<file path="src/rtl/fft_spectrum_peak.sv">
// Power pipeline (re^2+im^2) and per-frame peak search on the FFT result stream.
// Build macro FFT_PEAK_INTERP_EN adds the peak's left/right neighbour powers.
module fft_spectrum_peak #(
    parameter int LOG_N      = 13,
    parameter int DATA_WIDTH = 11,
    parameter int LANE_WIDTH = 16,
    parameter int USER_WIDTH = 24,
    parameter int SKIP_BINS  = 1
) (
    input  logic                      i_aclk,
    input  logic                      i_areset,
    input  logic                      i_axi4s_data_tvalid,
    input  logic [2*LANE_WIDTH-1:0]   i_axi4s_data_tdata,
    input  logic                      i_axi4s_data_tlast,
    input  logic [USER_WIDTH-1:0]     i_axi4s_data_tuser,
    input  logic [LOG_N-1:0]          i_search_hi,
    output logic                      o_pwr_tvalid,
    output logic [2*DATA_WIDTH-1:0]   o_pwr_tdata,
    output logic                      o_pwr_tlast,
    output logic [LOG_N+5:0]          o_pwr_tuser,
    output logic                      o_peak_vld,
    output logic [LOG_N-1:0]          o_peak_idx,
    output logic [2*DATA_WIDTH-1:0]   o_peak_pwr,
    output logic [4:0]                o_peak_exp,
`ifdef FFT_PEAK_INTERP_EN
    output logic [2*DATA_WIDTH-1:0]   o_peak_pwr_l,
    output logic [2*DATA_WIDTH-1:0]   o_peak_pwr_r,
`endif
    output logic [1:0]                o_err,
    output logic [1:0]                o_dbg_state
);
    localparam int PW = 2 * DATA_WIDTH;
    localparam int CW = LOG_N + 1;
    localparam logic [CW-1:0] FRAME_LEN = CW'(1) << LOG_N;

    typedef enum logic [1:0] {S_IDLE = 2'd0, S_RUN = 2'd1, S_DONE = 2'd2} state_t;

    logic                 r_s1_vld, r_s1_last, r_s2_vld, r_s2_last, r_s3_vld, r_s3_last;
    logic signed [PW-1:0] r_s1_re, r_s1_im;
    logic [PW-1:0]        r_s2_re_sq, r_s2_im_sq, r_s3_pwr;
    logic [4:0]           r_s1_exp, r_s2_exp, r_s3_exp;
    logic [LOG_N-1:0]     r_s1_idx, r_s2_idx, r_s3_idx;
    logic signed [PW-1:0] w_re_sq, w_im_sq;
    logic                 w_unused;

    assign w_unused = ^{i_axi4s_data_tdata[LANE_WIDTH-1:DATA_WIDTH],
                        i_axi4s_data_tdata[2*LANE_WIDTH-1:LANE_WIDTH+DATA_WIDTH],
                        i_axi4s_data_tuser[7:5], i_axi4s_data_tuser[USER_WIDTH-1:8+LOG_N]};
    assign w_re_sq = r_s1_re * r_s1_re;
    assign w_im_sq = r_s1_im * r_s1_im;

    always_ff @(posedge i_aclk) begin
        if (i_areset) begin
            {r_s1_vld, r_s1_last, r_s2_vld, r_s2_last, r_s3_vld, r_s3_last} <= '0;
            r_s1_re <= '0; r_s1_im <= '0; r_s2_re_sq <= '0; r_s2_im_sq <= '0; r_s3_pwr <= '0;
            r_s1_exp <= '0; r_s2_exp <= '0; r_s3_exp <= '0;
            r_s1_idx <= '0; r_s2_idx <= '0; r_s3_idx <= '0;
        end else begin
            r_s1_vld   <= i_axi4s_data_tvalid;
            r_s1_last  <= i_axi4s_data_tvalid & i_axi4s_data_tlast;
            r_s1_re    <= PW'($signed(i_axi4s_data_tdata[DATA_WIDTH-1:0]));
            r_s1_im    <= PW'($signed(i_axi4s_data_tdata[LANE_WIDTH+DATA_WIDTH-1:LANE_WIDTH]));
            r_s1_exp   <= i_axi4s_data_tuser[4:0];
            r_s1_idx   <= i_axi4s_data_tuser[8+LOG_N-1:8];
            r_s2_vld   <= r_s1_vld;
            r_s2_last  <= r_s1_last;
            r_s2_re_sq <= $unsigned(w_re_sq);
            r_s2_im_sq <= $unsigned(w_im_sq);
            r_s2_exp   <= r_s1_exp;
            r_s2_idx   <= r_s1_idx;
            r_s3_vld   <= r_s2_vld;
            r_s3_last  <= r_s2_last;
            r_s3_pwr   <= r_s2_re_sq + r_s2_im_sq;
            r_s3_exp   <= r_s2_exp;
            r_s3_idx   <= r_s2_idx;
        end
    end

    assign o_pwr_tvalid = r_s3_vld;
    assign o_pwr_tdata  = r_s3_pwr;
    assign o_pwr_tlast  = r_s3_last;
    assign o_pwr_tuser  = {r_s3_exp, 1'b0, r_s3_idx};

    // Framing runs on stage-3 beats so the final comparison lands in the closing cycle.
    state_t           r_state, w_state_nxt;
    logic             w_start, w_close, w_new_max, w_in_win, w_idx_err, w_len_err;
    logic [CW-1:0]    r_cnt, w_cnt, w_cnt_inc;
    logic [LOG_N-1:0] r_hi, w_hi, r_best_idx, w_best_idx_nxt, r_peak_idx;
    logic [4:0]       r_exp, w_exp, r_peak_exp;
    logic [PW-1:0]    r_best_pwr, w_best_base, w_best_pwr_nxt, r_peak_pwr;
    logic             r_peak_vld;
    logic [1:0]       r_err;

    always_comb begin
        w_state_nxt = r_state;
        w_start     = 1'b0;
        case (r_state)
            S_IDLE:  w_start = r_s3_vld;
            S_RUN:   w_start = 1'b0;
            S_DONE:  begin w_state_nxt = S_IDLE; w_start = r_s3_vld; end
            default: w_state_nxt = S_IDLE;
        endcase
        w_cnt     = w_start ? '0 : r_cnt;
        w_cnt_inc = w_cnt + CW'(1);
        w_close   = r_s3_vld && (r_s3_last || (w_cnt_inc == FRAME_LEN));
        if (w_close)      w_state_nxt = S_DONE;
        else if (w_start) w_state_nxt = S_RUN;
    end

    always_comb begin
        w_hi           = w_start ? i_search_hi : r_hi;
        w_exp          = w_start ? r_s3_exp : r_exp;
        w_best_base    = w_start ? '0 : r_best_pwr;
        w_in_win       = (r_s3_idx >= LOG_N'(SKIP_BINS)) && (r_s3_idx <= w_hi);
        w_new_max      = r_s3_vld && w_in_win && (r_s3_pwr > w_best_base);
        w_best_pwr_nxt = w_new_max ? r_s3_pwr : w_best_base;
        w_best_idx_nxt = w_new_max ? r_s3_idx : (w_start ? '0 : r_best_idx);
        w_idx_err      = r_s3_vld && (r_s3_idx != w_cnt[LOG_N-1:0]);
        w_len_err      = r_s3_vld && (r_s3_last ? (w_cnt_inc != FRAME_LEN) : (w_cnt_inc == FRAME_LEN));
    end

    always_ff @(posedge i_aclk) begin
        if (i_areset) begin
            r_state <= S_IDLE; r_cnt <= '0; r_hi <= '0; r_exp <= '0;
            r_best_pwr <= '0; r_best_idx <= '0; r_err <= '0;
            r_peak_vld <= 1'b0; r_peak_idx <= '0; r_peak_pwr <= '0; r_peak_exp <= '0;
        end else begin
            r_state    <= w_state_nxt;
            r_peak_vld <= w_close;
            r_err      <= r_err | {w_idx_err, w_len_err};
            if (r_s3_vld) begin
                r_cnt      <= w_cnt_inc;
                r_hi       <= w_hi;
                r_exp      <= w_exp;
                r_best_pwr <= w_best_pwr_nxt;
                r_best_idx <= w_best_idx_nxt;
            end
            if (w_close) begin
                r_peak_idx <= w_best_idx_nxt;
                r_peak_pwr <= w_best_pwr_nxt;
                r_peak_exp <= w_exp;
            end
        end
    end

    assign o_peak_vld  = r_peak_vld;
    assign o_peak_idx  = r_peak_idx;
    assign o_peak_pwr  = r_peak_pwr;
    assign o_peak_exp  = r_peak_exp;
    assign o_err       = r_err;
    assign o_dbg_state = r_state;

`ifdef FFT_PEAK_INTERP_EN
    // Left neighbour is the beat before a new maximum; right is captured from the beat after.
    logic [PW-1:0] r_prev_pwr, r_left, r_right, r_peak_l, r_peak_r, w_left_nxt, w_right_nxt;
    logic          r_arm, w_arm_nxt;

    always_comb begin
        w_left_nxt  = w_start ? '0 : r_left;
        w_right_nxt = w_start ? '0 : r_right;
        w_arm_nxt   = w_start ? 1'b0 : r_arm;
        if (w_new_max) begin
            w_left_nxt  = w_start ? '0 : r_prev_pwr;
            w_right_nxt = '0;
            w_arm_nxt   = 1'b1;
        end else if (r_s3_vld && w_arm_nxt) begin
            w_right_nxt = r_s3_pwr;
            w_arm_nxt   = 1'b0;
        end
    end

    always_ff @(posedge i_aclk) begin
        if (i_areset) begin
            r_prev_pwr <= '0; r_left <= '0; r_right <= '0; r_arm <= 1'b0;
            r_peak_l <= '0; r_peak_r <= '0;
        end else begin
            if (r_s3_vld) begin
                r_prev_pwr <= r_s3_pwr;
                r_left     <= w_left_nxt;
                r_right    <= w_right_nxt;
                r_arm      <= w_arm_nxt;
            end
            if (w_close) begin
                r_peak_l <= w_left_nxt;
                r_peak_r <= w_right_nxt;
            end
        end
    end

    assign o_peak_pwr_l = r_peak_l;
    assign o_peak_pwr_r = r_peak_r;
`endif
endmodule

</file>
<file path="config.mk">
export PLATFORM = sky130hd
export DESIGN_NAME = fft_spectrum_peak
export DESIGN_NICKNAME = d
export VERILOG_FILES = /design/src/rtl/fft_spectrum_peak.sv
export SDC_FILE = /design/constraint.sdc
export NUM_CORES = 1
export LEC_CHECK = 0
export BUFFER_PORTS_ARGS = -buffer_cell sky130_fd_sc_hd__buf_2
export CORE_ASPECT_RATIO = 1.5
export CORE_MARGIN = 4
export CORE_UTILIZATION = 45
export DETAILED_ROUTE_END_ITERATION = 8
export PLACE_DENSITY = 0.61
export SLEW_MARGIN = 10
export SYNTH_ARGS = -nofsm -noshare
export SYNTH_HDL_FRONTEND = slang
export SYNTH_SLANG_ARGS = --single-unit
export TNS_END_PERCENT = 1
</file>
<file path="constraint.sdc">
create_clock -name i_aclk -period 16 [get_ports i_aclk]
set_input_delay 3.2 -clock i_aclk [delete_from_list [all_inputs] [get_ports i_aclk]]
set_output_delay 3.2 -clock i_aclk [all_outputs]
set_load 0.01 [all_outputs]
</file>
After elaboration in Yosys (flattened, before gate mapping)
Cells that the tools add are included.
{"block": "totals", "in_bits": 73, "word_cells": 68, "reg_bits": 260, "out_inout_bits": 88}
{"block": "classes", "n_mux": 12, "addsub": 2, "eq_ne": 7, "reduce_logical": 11, "bitwise_logic": 2, "order_cmp": 3, "n_mul": 2}
{"cell": "multiplier 11 x 11 -> 22 bit", "n": 2}
{"cell": "two-way mux 22 bit", "n": 2}
{"cell": "two-way mux 13 bit", "n": 3}
{"cell": "adder 22 bit", "n": 1}
{"cell": "greater-than comparator 22 bit", "n": 1}
{"cell": "adder 14 x 1 -> 14 bit (second input constant)", "n": 1}
{"cell": "== test 14 bit (second input constant)", "n": 1}
{"cell": "two-way mux 14 bit", "n": 1}
{"cell": "inequality test 14 bit (second input constant)", "n": 1}
{"cell": ">= comparator 13 x 1 -> 1 bit (second input constant)", "n": 1}
{"cell": "less-or-equal comparator 13 bit", "n": 1}
{"cell": "inequality test 13 bit", "n": 1}
{"cell": "logical AND 1 bit", "n": 6}
{"cell": "two-way mux 2 bit", "n": 3}
{"cell": "OR reduction 2 bit", "n": 3}
{"cell": "two-way mux 5 bit", "n": 1}
{"cell": "inequality test 3 x 1 -> 1 bit (second input constant)", "n": 1}
{"cell": "== test 2 x 1 -> 1 bit (second input constant)", "n": 1}
{"cell": "== test 2 bit (second input constant)", "n": 1}
{"cell": "logical NOT 2 bit", "n": 1}
{"cell": "two-way mux 1 bit", "n": 2}
{"cell": "inequality test 2 x 1 -> 1 bit (second input constant)", "n": 1}
{"cell": "bitwise OR 2 bit", "n": 1}
{"cell": "bitwise AND 1 bit", "n": 1}
{"cell": "logical OR 1 bit", "n": 1}

Longest topological paths before layout
Gate-level depths: netlist of the first run.
{"block": "depth", "depth_word": 9, "depth_mapped": 23, "depth_no_buf": 22}

Least setup slack after synthesis of the first run
No wires, ideal clock.
{"block": "synth_path", "kind": "register to register", "startpoint": "register, netlist name r_s1_re[10]", "endpoint": "register r_s2_re_sq[21]", "synth_period_minus_slack_ns": 5.387, "required_time_ns": 15.922, "n_path_buf": 2, "t_arrival_ns": 5.309, "path_slack_ns": 10.613, "stages_incl_launch_ff": 21, "setup_time_ns": 0.078, "cell_sequence": "dfxtp_1 > clkbuf_1 > clkbuf_1 > nand2_1 > fa_1 > inv_1 > fa_1 > fa_1 > fa_1 > inv_1 > fa_1 > inv_1 > ha_1 > a21o_1 > a21oi_1 > o21ai_0 > o31a_1 > o31a_1 > o21a_1 > o21a_1 > nor3_1"}
{"block": "synth_via", "elab_chain_cells": 1}
{"element": "multiplier 11 x 11 -> 22 bit", "line": "49", "rtl": "assign w_re_sq = r_s1_re * r_s1_re;"}
{"element": "to (signal assigned)", "line": "67", "rtl": "r_s2_re_sq <= $unsigned(w_re_sq);"}
{"element": "to (decl)", "line": "40", "rtl": "logic [PW-1:0] r_s2_re_sq, r_s2_im_sq, r_s3_pwr;"}
Every way passes these cells.
A chain may end at the register's enable or synchronous reset.

Final worst setup path of the first run
{"block": "layout_path", "startpoint": "input port i_search_hi[10]", "endpoint": "register r_peak_idx[2] (netlist: o_peak_idx[2])"}
{"block": "layout_via", "elab_chain_cells": 6}
{"element": "from (decl)", "line": "16", "rtl": "input logic [LOG_N-1:0] i_search_hi,"}
{"element": "two-way mux 13 bit", "line": "111", "rtl": "w_hi = w_start ? i_search_hi : r_hi;"}
{"element": "less-or-equal comparator 13 bit", "line": "114", "rtl": "w_in_win = (r_s3_idx >= LOG_N'(SKIP_BINS)) && (r_s3_idx <= w_hi);"}
{"element": "logical AND 1 bit", "line": "114"}
{"element": "logical AND 1 bit (2 in a row)", "line": "115", "rtl": "w_new_max = r_s3_vld && w_in_win && (r_s3_pwr > w_best_base);"}
{"element": "two-way mux 13 bit", "line": "117", "rtl": "w_best_idx_nxt = w_new_max ? r_s3_idx : (w_start ? '0 : r_best_idx);"}
{"element": "to (signal assigned)", "line": "139", "rtl": "r_peak_idx <= w_best_idx_nxt;"}
{"element": "to (decl)", "line": "88", "rtl": "logic [LOG_N-1:0] r_hi, w_hi, r_best_idx, w_best_idx_nxt, r_peak_idx;"}
Every way passes these cells.

==> reports/qor.csv, run 1 <==
metric,value,unit
path_delay_family,compound AO/OA/AOI/OAI gates,
hold_violations,0,
final_common_cell,inv_1,
layout_common_cells,"inv_1, dfxtp_1, fa_1",
cp.required,16460,ps
cts_hold_repair.buffers,0,
num_vias,13100,
grt_max_degree,94,
worst_setup_path_end_kind,flip-flop,
grt_pass1_wl,65800,um
crit_fanout,35,
drc,0,
nets,2456,
viasPerCell,5.11,
fin_crit_sh,37.1,%
die_height,255,um
cts_sinks,258,
grt_usage,18.4,%
start_util,45.4,%
yosys_warnings,0,
num-fill-cells,3815,
regArea,5160,um2
slew_headroom,22.3,%
p_total,2.07,mW
synthCells,1936,
wl,39700,um
area_delta_synth_final,10.6,%
critPathSlowestCell,o2111a_2,
final-setup-viol-count,0,
ant_nets,0,
netlist_area,18300,um2
die_area,43900,um2
dp_hpwl,31300,um
drive_gt1_share,12.0,%
criticalPathCategory,input port to flip-flop,
synth.avg_cell_area,9.43,um2
maxSlewViolCount,0,
status,completed,
root_buffer,clkbuf_16,
fin_crit,5930,ps
overflow,0,
ys_types,74,
clock_latency,550,ps
async_flop_share,0,%
crit_arrival,6390,ps
maxCapViolCount,0,
cts-htree-levels,1,
hold_path.class,flip-flop to flip-flop,
drt_iter0_markers,558,
ys.flop_type,dfxtp_1,
io_pins,161,
rows,90,
post-cts-setup-buffer-count,0,
syn-num-nets,2362,
dr.pass1.iters,4,
critPathBufInv,1,
avgRoutedWirePerCell,15.5,um
cpPeakStageDelay,1110,ps
gp_congestion,0.850,
cts_tree,built,
n_antenna_cell,0,
fmax,0.169,GHz
antenna_found_initial,0,
rsz0062_at_grt,no,
worstPathCellList,buf_2 > mux2i_1 > ha_1 > a21oi_1 > nor2b_1 > o21ai_0 > o21ai_0 > o21ai_0 > o2111a_2 > mux2_2 > o21ai_0,
synth-seq-cells,258,
die_w,172,um
worstSetupStartpointType,input port,
multi_input_area,11600,um2
finalClockSkew,20.9,ps
portBuffers,143,
first_global_vias,13700,
cts_resized,0,
cts-buffers-inserted,26,
tightestPinTransition,1160,ps
path_clk_slew,60,ps
clock_path_buffers,3,
cpMostUsedCell,o21ai_0,
seq_area_frac_synth,28.3,%
ir_drop,0.0671,mV
fin_setup_tns,0,ps
synth_edf_count,0,
core,40200,um2
power.density,103,nW/um2
leakagePower,9.73,nW
==> synthesized netlist by cell type, drive strengths merged, types with 22 or more instances <==
cell,instances,share of area [%]
a21oi,60,1.6
and2,59,2.0
clkbuf,69,1.4
dfxtp,258,28
fa,202,22
ha,151,10
inv,291,6.0
mux2,28,2.0
mux2i,32,1.8
nand2,151,3.1
nand3,22,0.70
nor2,156,3.2
nor2b,111,3.8
o21ai,86,2.4
xnor2,52,2.5
==> cell type report <==
| cell class | count | share of cell area [%] |
|---|---|---|
| tap | 506 | 3.14 |
| sequential | 258 | 25.6 |
| inverter | 294 | 5.47 |
| multi-input combinational | 1302 | 57.6 |
| timing repair buffer | 148 | 3.76 |
| clock buffer | 36 | 3.76 |
| clock inverter | 11 | 0.657 |
==> state kept, by name, indices dropped and copies added, names as in the netlist, 11 cells and up <==
register and flops:
o_peak_idx 13, o_peak_pwr 22, o_pwr_tdata 22, r_best_idx 13
r_best_pwr 22, r_cnt 14, r_hi 13, r_s1_idx 13
r_s1_im 11, r_s1_re 11, r_s2_idx 13, r_s2_im_sq 21
r_s2_re_sq 21, r_s3_idx 13
==> stage by stage <==
step | cell area (um2) | hold slack [ps] | instances | util (%) | setup slack, ps
finish | 20200 | 434 | 2555 | 50.2 | 10070
floorplan | 18300 | 414 | 1936 | - | 10610
detailed placement | 19300 | 421 | 2508 | 48.0 | 9470
global placement | 19300 | 416 | 2508 | 48.0 | 9470
global route | 20200 | 451 | 2555 | 50.2 | 9760
CTS | 20200 | 436 | 2555 | 50.2 | 10020
==> logic make-up (layout without fill, tap and decap cells) <==
| group | Yosys count | in the layout | synth area share, % |
|---|---|---|---|
| other cells | 1 | 1 | 0.0205 |
| mux | 60 | 60 | 3.77 |
| simple gates | 582 | 582 | 15.9 |
| xor+xnor | 72 | 72 | 3.45 |
| fa+ha+maj | 353 | 353 | 32.5 |
| compound gates | 234 | 234 | 8.12 |
| flops | 258 | 258 | 28.3 |
| buf+inv | 376 | 489 | 7.97 |
==> metal layers <==
layer,up-vias,track usage [%],share of wire (%)
met5,-,0,0
met4,0,6.20,3.3
met3,80,1.72,2.8
met2,211,35.6,55
met1,6447,20.7,39
li1,6313,-,-
==> where the power goes <==
group / leakage [nW] / internal, mW / switching, mW
Sequential: 2.11 / 0.703 / 0.0468
Combinational: 7.18 / 0.306 / 0.391
Clock: 0.440 / 0.366 / 0.260
Total: 9.73 / 1.37 / 0.698
==> path summary, 6_finish.rpt <==
check	start	endpoint	slack [ps]	depth (start not counted)
max	i_search_hi[10]	o_peak_idx[2]	10070	11
max reg2reg	r_s1_re[3]	r_s2_re_sq[21]	10150	18
min	r_s2_idx[8]	r_s3_idx[8]	430	1
min reg2reg	r_s2_idx[8]	r_s3_idx[8]	430	1
No activity file was read; power rests on OpenSTA's default activity.
==> run 2: changes to the inputs <==
--- a/config.mk
+++ b/config.mk
@@ -10,7 +10,7 @@
 export CORE_MARGIN = 4
 export CORE_UTILIZATION = 45
 export DETAILED_ROUTE_END_ITERATION = 8
-export PLACE_DENSITY = 0.61
+export PLACE_DENSITY = 0.63
 export SLEW_MARGIN = 10
 export SYNTH_ARGS = -nofsm -noshare
 export SYNTH_HDL_FRONTEND = slang
==> constraint.sdc (replaced) <==
create_clock -name i_aclk -period 5.4 [get_ports i_aclk]
set_input_delay 1.08 -clock i_aclk [delete_from_list [all_inputs] [get_ports i_aclk]]
set_output_delay 1.08 -clock i_aclk [all_outputs]
set_load 0.01 [all_outputs]
==> run 2 against run 1 <==
Sequential power rose to 2.9 times the previous value. Worst setup slack worse by 9800 ps. Register-to-register slack worse by 9900 ps. Global-route usage up 0.12 points.
==> reports/qor.csv, run 2 (synthesis gave the netlist of run 1 again) <==
metric,value,unit
placed_area,19700,um2
final-setup-viol-count,0,
wl,39900,um
p_comb_share,35.1,%
dp_hpwl,32100,um
grt_pass1_wl,66200,um
nets,2505,
leakagePower,9.95,nW
start_util,45.4,%
area_delta_synth_final,12.6,%
drive_gt1_share,15.1,%
p_seq_share,36.2,%
cts_tree,built,
status,completed,
slew_headroom,47.9,%
core,40200,um2
cp.required,5850,ps
num_vias,13100,
cts_sinks,258,
wl_met3,1210,um
maxSlewViolCount,0,
antenna_found_initial,1,
cts_hold_repair.buffers,0,
cts-htree-levels,1,
power_switching_share,33.9,%
fin_setup_tns,0,ps
dr.pass1.iters,5,
place_ws,77.6,ps
post-cts-setup-buffer-count,0,
die_height,255,um
final_common_cell,inv_1,
wl_met2,21700,um
crit_arrival,5580,ps
overflow,0,
worst_setup_path_end_kind,flip-flop,
tightestPinTransition,782,ps
p_sw,2.06,mW
layout_common_cells,"inv_1, dfxtp_1, fa_1",
fin_area,20500,um2
whs,434,ps
hold_path.class,flip-flop to flip-flop,
die_area,43900,um2
clock_latency,540,ps
num-fill-cells,3678,
io_pins,161,
grt_max_degree,102,
cts_resized,0,
path_clk_slew,70,ps
gp_congestion,0.863,
rows,90,
root_buffer,clkbuf_16,
highest_layer,met4,
die_w,172,um
fin_util,51.1,%
stdcell_count,2600,
finalClockSkew,20.8,ps
cpPeakStageDelay,540,ps
clock_path_buffers,3,
portBuffers,143,
critPathSlowestCell,fa_1,
wl_met1,15400,um
dpl.cell_count,2558,
drc,0,
cpMostUsedCell,fa_1,
setup_slack,266,ps
clockPowerShare,28.6,%
ir_drop,0.197,mV
avgRoutedWirePerCell,15.3,um
first_global_vias,13700,
power.density,296,nW/um2
fmax,0.195,GHz
grt_usage,18.5,%
crit_fanout,6,
maxCapViolCount,0,
drt_iter0_markers,493,
fin_crit_sh,95.1,%
worstPathCellList,inv_1 > buf_4 > fa_1 > fa_1 > inv_1 > fa_1 > fa_1 > inv_1 > fa_1 > inv_1 > ha_1 > or3_1 > o211a_1 > o31a_1 > o21a_1 > o21ai_1 > nor3b_1,
fin_crit,5130,ps
ant_nets,0,
criticalPathCategory,flip-flop to flip-flop,
hold_violations,0,
p_total,6.07,mW
rsz0062_at_grt,no,
p_int,4.02,mW
cts-buffers-inserted,25,
worstSetupStartpointType,flip-flop,
viasPerCell,5.04,
run 2: per-layer routing:
layer	track usage (%)	vias up
met5	0	-
met1	20.8	6412
met3	1.75	80
met4	7.17	0
li1	-	6415
met2	35.4	208
run 2: final timing paths:
path               startpoint             end  slack [ps]  cells past startpoint
setup / recovery   r_s1_im[5]  r_s2_im_sq[19]         270                     17
hold / removal    r_s1_idx[5]     r_s2_idx[5]         430                      1
setup reg to reg   r_s1_im[5]  r_s2_im_sq[19]         270                     17
hold reg to reg   r_s1_idx[5]     r_s2_idx[5]         430                      1
run 2: critical path: cells and delay by family, from the launching register on:
kind	cells	cell delay, ps
buffers and inverters	5	440
flip-flops	1	450
AO/OA/AOI/OAI	4	940
AND/OR/NAND/NOR	2	570
adder cells (fa/ha/maj)	6	2650
run 2: layout make-up:
type	instances	area (um2)	area share, %
clock buffer	31	678	3.30
tap	506	633	3.08
sequential	258	5200	25.3
antenna	1	2.50	0.0122
timing repair buffer	198	1140	5.54
inverter	294	1100	5.37
multi-input combinational	1302	11700	56.8
clock inverter	10	125	0.609
run 2: power groups by stage:
| stage | clock network [mW] | registers [mW] | logic (mW) |
|---|---|---|---|
| 6_report | 1.74 | 2.20 | 2.13 |
| 5_1_grt | 1.86 | 2.22 | 2.45 |
| 4_1_cts | 1.79 | 2.20 | 2.17 |
| 3_5_place_dp | 0 | 2.25 | 2.15 |
| 3_3_place_gp | 0 | 2.25 | 2.11 |
| 2_1_floorplan | 0 | 2.21 | 1.59 |
